### src/rtl/core_itlb_lookup_responder.sv
// Fetch-side TLB lookup responder: fully-associative LA32 TLB array with TLBWR/TLBFILL writes and INVTLB invalidation.
// Latency: one cycle from request accept to registered result; one lookup per cycle when the consumer keeps up.
// Backpressure: req_ready_o drops while a result is held unconsumed or while a maintenance op occupies the cycle.
module core_itlb_lookup_responder #(
    parameter int TLB_ENTRIES = 16,
    localparam int IDX_W = $clog2(TLB_ENTRIES)
) (
    input  logic             clk,
    input  logic             rst,
    input  logic             req_valid_i,
    input  logic [19:0]      req_vppn_i,
    input  logic [9:0]       req_asid_i,
    output logic             req_ready_o,
    output logic             resp_valid_o,
    input  logic             resp_ready_i,
    output logic             resp_found_o,
    output logic [IDX_W-1:0] resp_index_o,
    output logic [19:0]      resp_ppn_o,
    output logic [5:0]       resp_ps_o,
    output logic [1:0]       resp_plv_o,
    output logic [1:0]       resp_mat_o,
    output logic             resp_d_o,
    output logic             resp_v_o,
    input  logic             flush_i,
    input  logic             wr_en_i,
    input  logic [IDX_W-1:0] wr_index_i,
    input  logic [18:0]      wr_vppn_i,
    input  logic [9:0]       wr_asid_i,
    input  logic [5:0]       wr_ps_i,
    input  logic             wr_e_i,
    input  logic [31:0]      wr_elo0_i,
    input  logic [31:0]      wr_elo1_i,
    input  logic             inv_valid_i,
    input  logic [4:0]       inv_op_i,
    input  logic [9:0]       inv_asid_i,
    input  logic [18:0]      inv_vppn_i
);

    typedef struct packed {
        logic        e;
        logic [18:0] vppn;
        logic [9:0]  asid;
        logic [5:0]  ps;
        logic        g;
        logic [19:0] ppn0;
        logic [19:0] ppn1;
        logic [1:0]  plv0;
        logic [1:0]  plv1;
        logic [1:0]  mat0;
        logic [1:0]  mat1;
        logic        d0;
        logic        d1;
        logic        v0;
        logic        v1;
    } tlb_entry_t;

    tlb_entry_t tlb_q [TLB_ENTRIES];
    tlb_entry_t wr_entry;
    tlb_entry_t sel;

    logic [TLB_ENTRIES-1:0] hit;
    logic [TLB_ENTRIES-1:0] inv_hit;
    logic                   lk_found;
    logic [IDX_W-1:0]       lk_index;
    logic                   lk_odd;
    logic [19:0]            lk_ppn_raw;
    logic                   accept;

    // ELO reserved bits carry no meaning here.
    logic unused_elo;
    assign unused_elo = ^{wr_elo0_i[31:28], wr_elo0_i[7], wr_elo1_i[31:28], wr_elo1_i[7]};

    assign req_ready_o = !wr_en_i && !inv_valid_i && (!resp_valid_o || resp_ready_i);
    assign accept      = req_valid_i && req_ready_o;

    assign wr_entry = '{e: wr_e_i, vppn: wr_vppn_i, asid: wr_asid_i, ps: wr_ps_i,
                        g: wr_elo0_i[6] & wr_elo1_i[6],
                        ppn0: wr_elo0_i[27:8], ppn1: wr_elo1_i[27:8],
                        plv0: wr_elo0_i[3:2], plv1: wr_elo1_i[3:2],
                        mat0: wr_elo0_i[5:4], mat1: wr_elo1_i[5:4],
                        d0: wr_elo0_i[1], d1: wr_elo1_i[1],
                        v0: wr_elo0_i[0], v1: wr_elo1_i[0]};

    // Per-entry lookup match; page sizes other than 4KB/4MB never match.
    always_comb begin
        hit = '0;
        for (int i = 0; i < TLB_ENTRIES; i++) begin
            hit[i] = tlb_q[i].e && (tlb_q[i].g || tlb_q[i].asid == req_asid_i) &&
                     ((tlb_q[i].ps == 6'd12) ? (tlb_q[i].vppn == req_vppn_i[19:1]) :
                      (tlb_q[i].ps == 6'd22) ? (tlb_q[i].vppn[18:10] == req_vppn_i[19:11]) : 1'b0);
        end
    end

    // Priority select: scanning downward leaves the lowest matching index.
    always_comb begin
        lk_found = 1'b0;
        lk_index = '0;
        for (int i = TLB_ENTRIES - 1; i >= 0; i--) begin
            if (hit[i]) begin
                lk_found = 1'b1;
                lk_index = i[IDX_W-1:0];
            end
        end
    end

    assign sel        = tlb_q[lk_index];
    assign lk_odd     = (sel.ps == 6'd12) ? req_vppn_i[0] : req_vppn_i[10];
    assign lk_ppn_raw = lk_odd ? sel.ppn1 : sel.ppn0;

    // INVTLB selection per entry; va match follows each entry's own page size.
    always_comb begin
        inv_hit = '0;
        for (int i = 0; i < TLB_ENTRIES; i++) begin
            logic asid_m;
            logic va_m;
            asid_m = (tlb_q[i].asid == inv_asid_i);
            va_m   = (tlb_q[i].ps == 6'd12) ? (tlb_q[i].vppn == inv_vppn_i) :
                     (tlb_q[i].ps == 6'd22) ? (tlb_q[i].vppn[18:10] == inv_vppn_i[18:10]) : 1'b0;
            case (inv_op_i)
                5'd0, 5'd1: inv_hit[i] = 1'b1;
                5'd2:       inv_hit[i] = tlb_q[i].g;
                5'd3:       inv_hit[i] = !tlb_q[i].g;
                5'd4:       inv_hit[i] = !tlb_q[i].g && asid_m;
                5'd5:       inv_hit[i] = !tlb_q[i].g && asid_m && va_m;
                5'd6:       inv_hit[i] = (tlb_q[i].g || asid_m) && va_m;
                default:    inv_hit[i] = 1'b0;
            endcase
        end
    end

    // Array update: invalidate first, then the write so a written entry survives.
    always_ff @(posedge clk) begin
        if (rst) begin
            for (int i = 0; i < TLB_ENTRIES; i++) tlb_q[i] <= '0;
        end else begin
            for (int i = 0; i < TLB_ENTRIES; i++) begin
                if (inv_valid_i && inv_hit[i]) tlb_q[i].e <= 1'b0;
            end
            if (wr_en_i) tlb_q[wr_index_i] <= wr_entry;
        end
    end

    // Result register: flush wins over a same-cycle accept; data held until consumed.
    always_ff @(posedge clk) begin
        if (rst) begin
            resp_valid_o <= 1'b0;
            resp_found_o <= 1'b0;
            resp_index_o <= '0;
            resp_ppn_o   <= '0;
            resp_ps_o    <= '0;
            resp_plv_o   <= '0;
            resp_mat_o   <= '0;
            resp_d_o     <= 1'b0;
            resp_v_o     <= 1'b0;
        end else if (flush_i) begin
            resp_valid_o <= 1'b0;
        end else if (accept) begin
            resp_valid_o <= 1'b1;
            resp_found_o <= lk_found;
            resp_index_o <= lk_found ? lk_index : '0;
            resp_ps_o    <= lk_found ? sel.ps : 6'd0;
            resp_plv_o   <= !lk_found ? 2'd0 : (lk_odd ? sel.plv1 : sel.plv0);
            resp_mat_o   <= !lk_found ? 2'd0 : (lk_odd ? sel.mat1 : sel.mat0);
            resp_d_o     <= lk_found && (lk_odd ? sel.d1 : sel.d0);
            resp_v_o     <= lk_found && (lk_odd ? sel.v1 : sel.v0);
            if (!lk_found)
                resp_ppn_o <= '0;
            else if (sel.ps == 6'd22)
                resp_ppn_o <= {lk_ppn_raw[19:10], req_vppn_i[9:0]};
            else
                resp_ppn_o <= lk_ppn_raw;
        end else if (resp_ready_i) begin
            resp_valid_o <= 1'b0;
        end
    end

endmodule

### config.mk
export PLATFORM = sky130hd
export DESIGN_NAME = core_itlb_lookup_responder
export DESIGN_NICKNAME = d
export VERILOG_FILES = /design/src/rtl/core_itlb_lookup_responder.sv
export SDC_FILE = /design/constraint.sdc
export NUM_CORES = 2
export LEC_CHECK = 0
export BUFFER_PORTS_ARGS = -buffer_cell sky130_fd_sc_hd__buf_2
export CORE_MARGIN = 2
export CORE_UTILIZATION = 30
export CTS_BUF_LIST = sky130_fd_sc_hd__clkbuf_8 sky130_fd_sc_hd__clkbuf_16
export DETAILED_ROUTE_END_ITERATION = 8
export HOLD_SLACK_MARGIN = 0.1
export SLEW_MARGIN = 0
export SYNTH_ARGS = -nofsm -noshare
export SYNTH_HDL_FRONTEND = slang
export SYNTH_SLANG_ARGS = --single-unit
### constraint.sdc
create_clock -name clk -period 8.6 [get_ports clk]
set_clock_uncertainty 0.15 [all_clocks]
set_input_delay 0 -clock clk [delete_from_list [all_inputs] [get_ports clk]]
set_output_delay 0 -clock clk [all_outputs]
set_load 0.03 [all_outputs]
# Word-level counts from Yosys, hierarchy flattened
# Memories as Yosys holds them, arrays and structs flattened.
# Cells that the tools add are included.
[op_classes] add_sub_neg=0 multipliers=0 n_div=0 magnitude_cmp=0 eq_ne=136 shifts=0 mux=195 n_bitwise=18 reduce_logical=158
[op_table] op="$eq A19 B19 Y1" n=32
[op_table] op="$eq A10 B10 Y1" n=32
[op_table] op="$eq A9 B9 Y1" n=32
[op_table] op="$mux W1" n=154
[op_table] op="$eq A6 B4 Y1 const B" n=17
[op_table] op="$eq A6 B5 Y1 const B" n=17
[op_table] op="$logic_and A1 B1 Y1" n=101
[op_table] op="$pmux W1 S6" n=16
[op_table] op="$mux W4" n=17
[op_table] op="$mux W20" n=2
[op_table] op="$logic_or A1 B1 Y1" n=33
[op_table] op="$logic_not A1 Y1" n=19
[op_table] op="$or A1 B1 Y1" n=16
[op_table] op="$eq A5 B3 Y1 const B" n=3
[op_table] op="$eq A5 B2 Y1 const B" n=2
[op_table] op="$mux W10" n=1
[op_table] op="$mux W2" n=4
[op_table] op="$mux W6" n=1
[op_table] op="$eq A5 B1 Y1 const B" n=1
[op_table] op="$logic_not A5 Y1" n=1
[op_table] op="$reduce_or A2 Y1" n=2
[op_table] op="$reduce_and A2 Y1" n=1
[op_table] op="$reduce_bool A2 Y1" n=1
[op_table] op="$and A1 B1 Y1" n=1
[op_table] op="$not A1 Y1" n=1
[totals] reg_bits=38 latch_bits=0 mem_bits_rw=1424 rom_bits=0 word_cells=517 n_memories=1
[memory_table] memory="tlb_q" depth=16 word_bits=89 read_ports=17 rd_ports_with_merged_regs=0 write_ports=17 line_no="57" text="tlb_entry_t tlb_q [TLB_ENTRIES];"

# Logic depth before layout (Yosys ltp)
# An unclocked memory read counts as a cell.
[logic_depth] depth_word=27 mapped_depth=21

# Worst setup path before layout
# OpenSTA, ideal clock, no wires.
[synth_timing] kind="register to register" start="mem tlb_q[7][54] (netlist bit)" end="reg resp_mat_o[0]" setup_ps=73 t_arrival_ps=3898 path_slack_ps=4478 stages_incl_launch_ff=16 cell_sequence="edfxtp_1 -> nor3b_1 -> o21ai_0 -> or4_1 -> nor3_2 -> nor4b_1 -> a221o_1 -> buf_6 -> a21oi_2 -> mux2_2 -> a41o_1 -> and3_1 -> buf_2 -> clkbuf_1 -> or4_1 -> o211ai_2"
[synth_rtl] item="from (decl)" line_no="57"
[synth_rtl] item="to (signal assigned)" line_no="163" text="resp_mat_o <= !lk_found ? 2'd0 : (lk_odd ? sel.mat1 : sel.mat0);"
[synth_rtl] item="to (decl)" line_no="21" text="output logic [1:0] resp_mat_o,"

==> metrics.cfg <==
[place]
dp_cells = 9232
dp_hpwl_um = 152000
pre_cts_slack_ps = 2380
globalplace.congestion = 0.933
dpl_cell_area_um2 = 79800
port_buffers = 203

[global_routing]
grt_overflow = 0
antenna_found_initial = 63
grt_pass1_wl_um = 366000
grt_max_degree = 134
track_usage = 0.198
first_global_vias = 49000

[floorplan]
chipHeight_um = 507
fp.dieArea_um2 = 257000
pin_count = 214
rows = 184
start_util = 0.302
core-area_um2 = 252000
die_w_um = 507

[sta]
setup_ws_ps = 1860
grt_setup_unrepaired = false
fin_crit_sh = 0.784
setup_viol = 0
report.final.slew_viol_count = 0
hold_viol = 0
setup_tns_ps = 0
worstMarginPinSlew_ps = 1300
min_period_ps = 6740
max_freq_mhz = 148
slew_headroom = 0.127

[cells_and_area]
nets = 6387
multi_input_area_um2 = 30400
seq_area_um2 = 43500
drive_gt1_frac = 0.108
final_design_area_no_fill_um2 = 86500
layoutNonFillerInstCount = 9709
area_delta_synth_final_pct = 13.8
fill_cells = 24400

[power]
power_uw = 16500
internal_power_uw = 12400
p_sw_uw = 4110
pwr-share-clk = 0.404
seqPwrFrac = 0.511
p_comb_frac = 0.085
p_sw_frac = 0.250
ir_worst_vdd_v = 0.000135
p_per_area_nw_per_um2 = 190
p_leak_uw = 0.0291

[clocking]
cts_tree = done
post_cts_buffers = 0
cts_max_level = 4
cts_root_buffer = clkbuf_16
cts.sinks = 1462
ctsHoldBuffers = 167
clock_latency_ps = 820
cts_resized = 0
path_clk_slew_ps = 60
cts-buffers-inserted = 159
max-clock-path-buffers = 3

[route]
via_count = 50000
drt_iter0_drc = 6181
drc = 0
dr.pass1.iters = 5
vias_per_cell = 5.15
ant_nets = 0
wl_um = 262000
wl_per_cell_um = 27.0

[run_status]
outcome = finished, final reports clean

[synthesis]
synth_area_um2 = 76000
syn_inst = 6096
syn_nets = 6271
ys_ff_latch = 1462
yosys_most_used_dff = edfxtp_1
seq_area_frac_synth = 0.572
synth_enable_flop_cells = 1424
synth_cell_types = 70
ys_warn_count = 0
postSynthAreaPerCell_um2 = 12.5
async_flop_share = 0

[critical_path]
crit_slowest_cell = a21oi_1
endpoint_kind = register
crit_required_ps = 9210
cp_cell_sequence = nor3b_1, o21ai_0, or4_1, nor3_1, nand2b_1, a21oi_1, a21o_4, mux2i_1, mux2_2, or4_1, a21oi_1, a22oi_1, dlygate4sd3_1, nand3_1
critPathMaxStageDelay_ps = 910
critPathLaunch = tlb_q[3][53]$_SDFFCE_PN0P_
r2r-start = tlb_q[3][53]$_SDFFCE_PN0P_
cp.arrival_ps = 7350
worstSetupPathType = reg2reg
cp-start-kind = register
cp_max_fo = 46

[hold_path]
hp-start = wr_elo0_i[26]
hold_class = in2reg

[flow_run]
max-cap-violations = 0

[power by group through the flow]
stage	sequential, µW	clock (µW)	combinational [µW]
CTS	8410	6730	1390
global route	8450	7010	1480
finish	8420	6660	1390
floorplan	8510	0	835
global placement	8540	0	1290
detailed placement	8560	0	1310
[kinds of logic after synthesis]
kind of cell / Yosys count / synth area share
AND/OR/NAND/NOR: 2239 / 0.176
multiplexers: 543 / 0.0736
XOR/XNOR: 945 / 0.109
flip-flops: 1462 / 0.572
AO/OA/AOI/OAI: 413 / 0.0389
buffers and inverters: 494 / 0.0300
[cell usage after synthesis, drive strengths merged (3+ instances only)]
cell type  number  share of area
edfxtp       1424           0.56
and2         1411           0.12
xor2          485          0.056
xnor2         460          0.053
mux2i         419          0.055
clkbuf        362          0.018
nand2         205          0.010
nor4          145          0.012
buf           130          0.012
mux2          124          0.018
o211ai        122          0.012
nand4         113         0.0093
o21ai          84         0.0055
nand3          80         0.0053
nor2           70         0.0035
o22ai          41         0.0035
nor3           40         0.0029
dfxtp          38          0.010
nor3b          33         0.0033
or4            33         0.0033
a21o           32         0.0032
and3           25         0.0021
a31oi          19         0.0016
or2            19         0.0016
and3b          17         0.0020
a21oi          16         0.0011
o221ai         15         0.0017
o22a           15         0.0017
nand2b         14         0.0012
a22oi          12         0.0012
o2111ai        11         0.0013
nand4bb        10         0.0015
a41oi           9         0.0010
nor2b           9        0.00074
a211oi          8        0.00086
a31o            8        0.00092
a41o            8         0.0011
or3             7        0.00064
nand3b          3        0.00030
or3b            3        0.00035
[worst max-delay path, delay by kind of cell, from the launching register on]
| kind | cells | cell delay, ps |
|---|---|---|
| AOI/OAI and AO/OA | 5 | 2680 |
| buffers and inverters | 1 | 630 |
| DFF | 1 | 360 |
| muxes | 2 | 530 |
| and+or+nand+nor | 6 | 2260 |
[layer usage]
layer	wire length, µm	GRT usage	part of all wire	vias up
met2	120000	0.318	0.46	2361
met5	93	0	0.00035	-
li1	-	-	-	21800
met4	8360	0.0595	0.032	16
met3	23700	0.0406	0.090	488
met1	110000	0.268	0.42	25300
[sequential cells by signal (all words and copies together) (netlist names)]
name,flops
resp_d_o,1
tlb_q,1424
resp_v_o,1
resp_ps_o,6
resp_mat_o,2
resp_found_o,1
resp_plv_o,2
resp_ppn_o,20
resp_index_o,4
resp_valid_o,1
[layout by cell type (no fill, tap or decap), drive strengths merged, types with 80 or more instances in the layout]
master and n:
dlygate4sd3 167, xnor2 460, mux2 124, o21ai 84, mux2i 419, buf 280
nor4 145, o211ai 122, nand4 113, xor2 485, nand3 80, nand2 205
edfxtp 1424, and2 1411, clkbuf 168
[through the flow]
step	hold slack [ps]	util
3_3_place_gp	126	0.317
3_5_place_dp	133	0.317
5_1_grt	124	0.344
4_1_cts	101	0.344
6_report	104	0.344
2_1_floorplan	-27.5	-
[path summary, 6_finish.rpt]
path	slack (ps)	to	depth (start not counted)
hold / removal	100	tlb_q[1][50]$_SDFFCE_PN0P_	3
setup reg to reg	1860	resp_ppn_o[0]$_SDFFE_PP0P_	14
setup / recovery	1860	resp_ppn_o[0]$_SDFFE_PP0P_	14
hold reg to reg	300	resp_found_o$_SDFFE_PP0P_	2
[layout make-up]
cell class | count | share of cell area
Antenna cell | 22 | 0.000636
Clock buffer | 168 | 0.0478
Clock inverter | 120 | 0.00996
Inverter | 2 | 0.0000867
Multi-Input combinational cell | 4140 | 0.352
Sequential cell | 1462 | 0.503
Tap cell | 3348 | 0.0484
Timing Repair Buffer | 447 | 0.0385
Note: power is estimated with default switching activity, not from simulation.
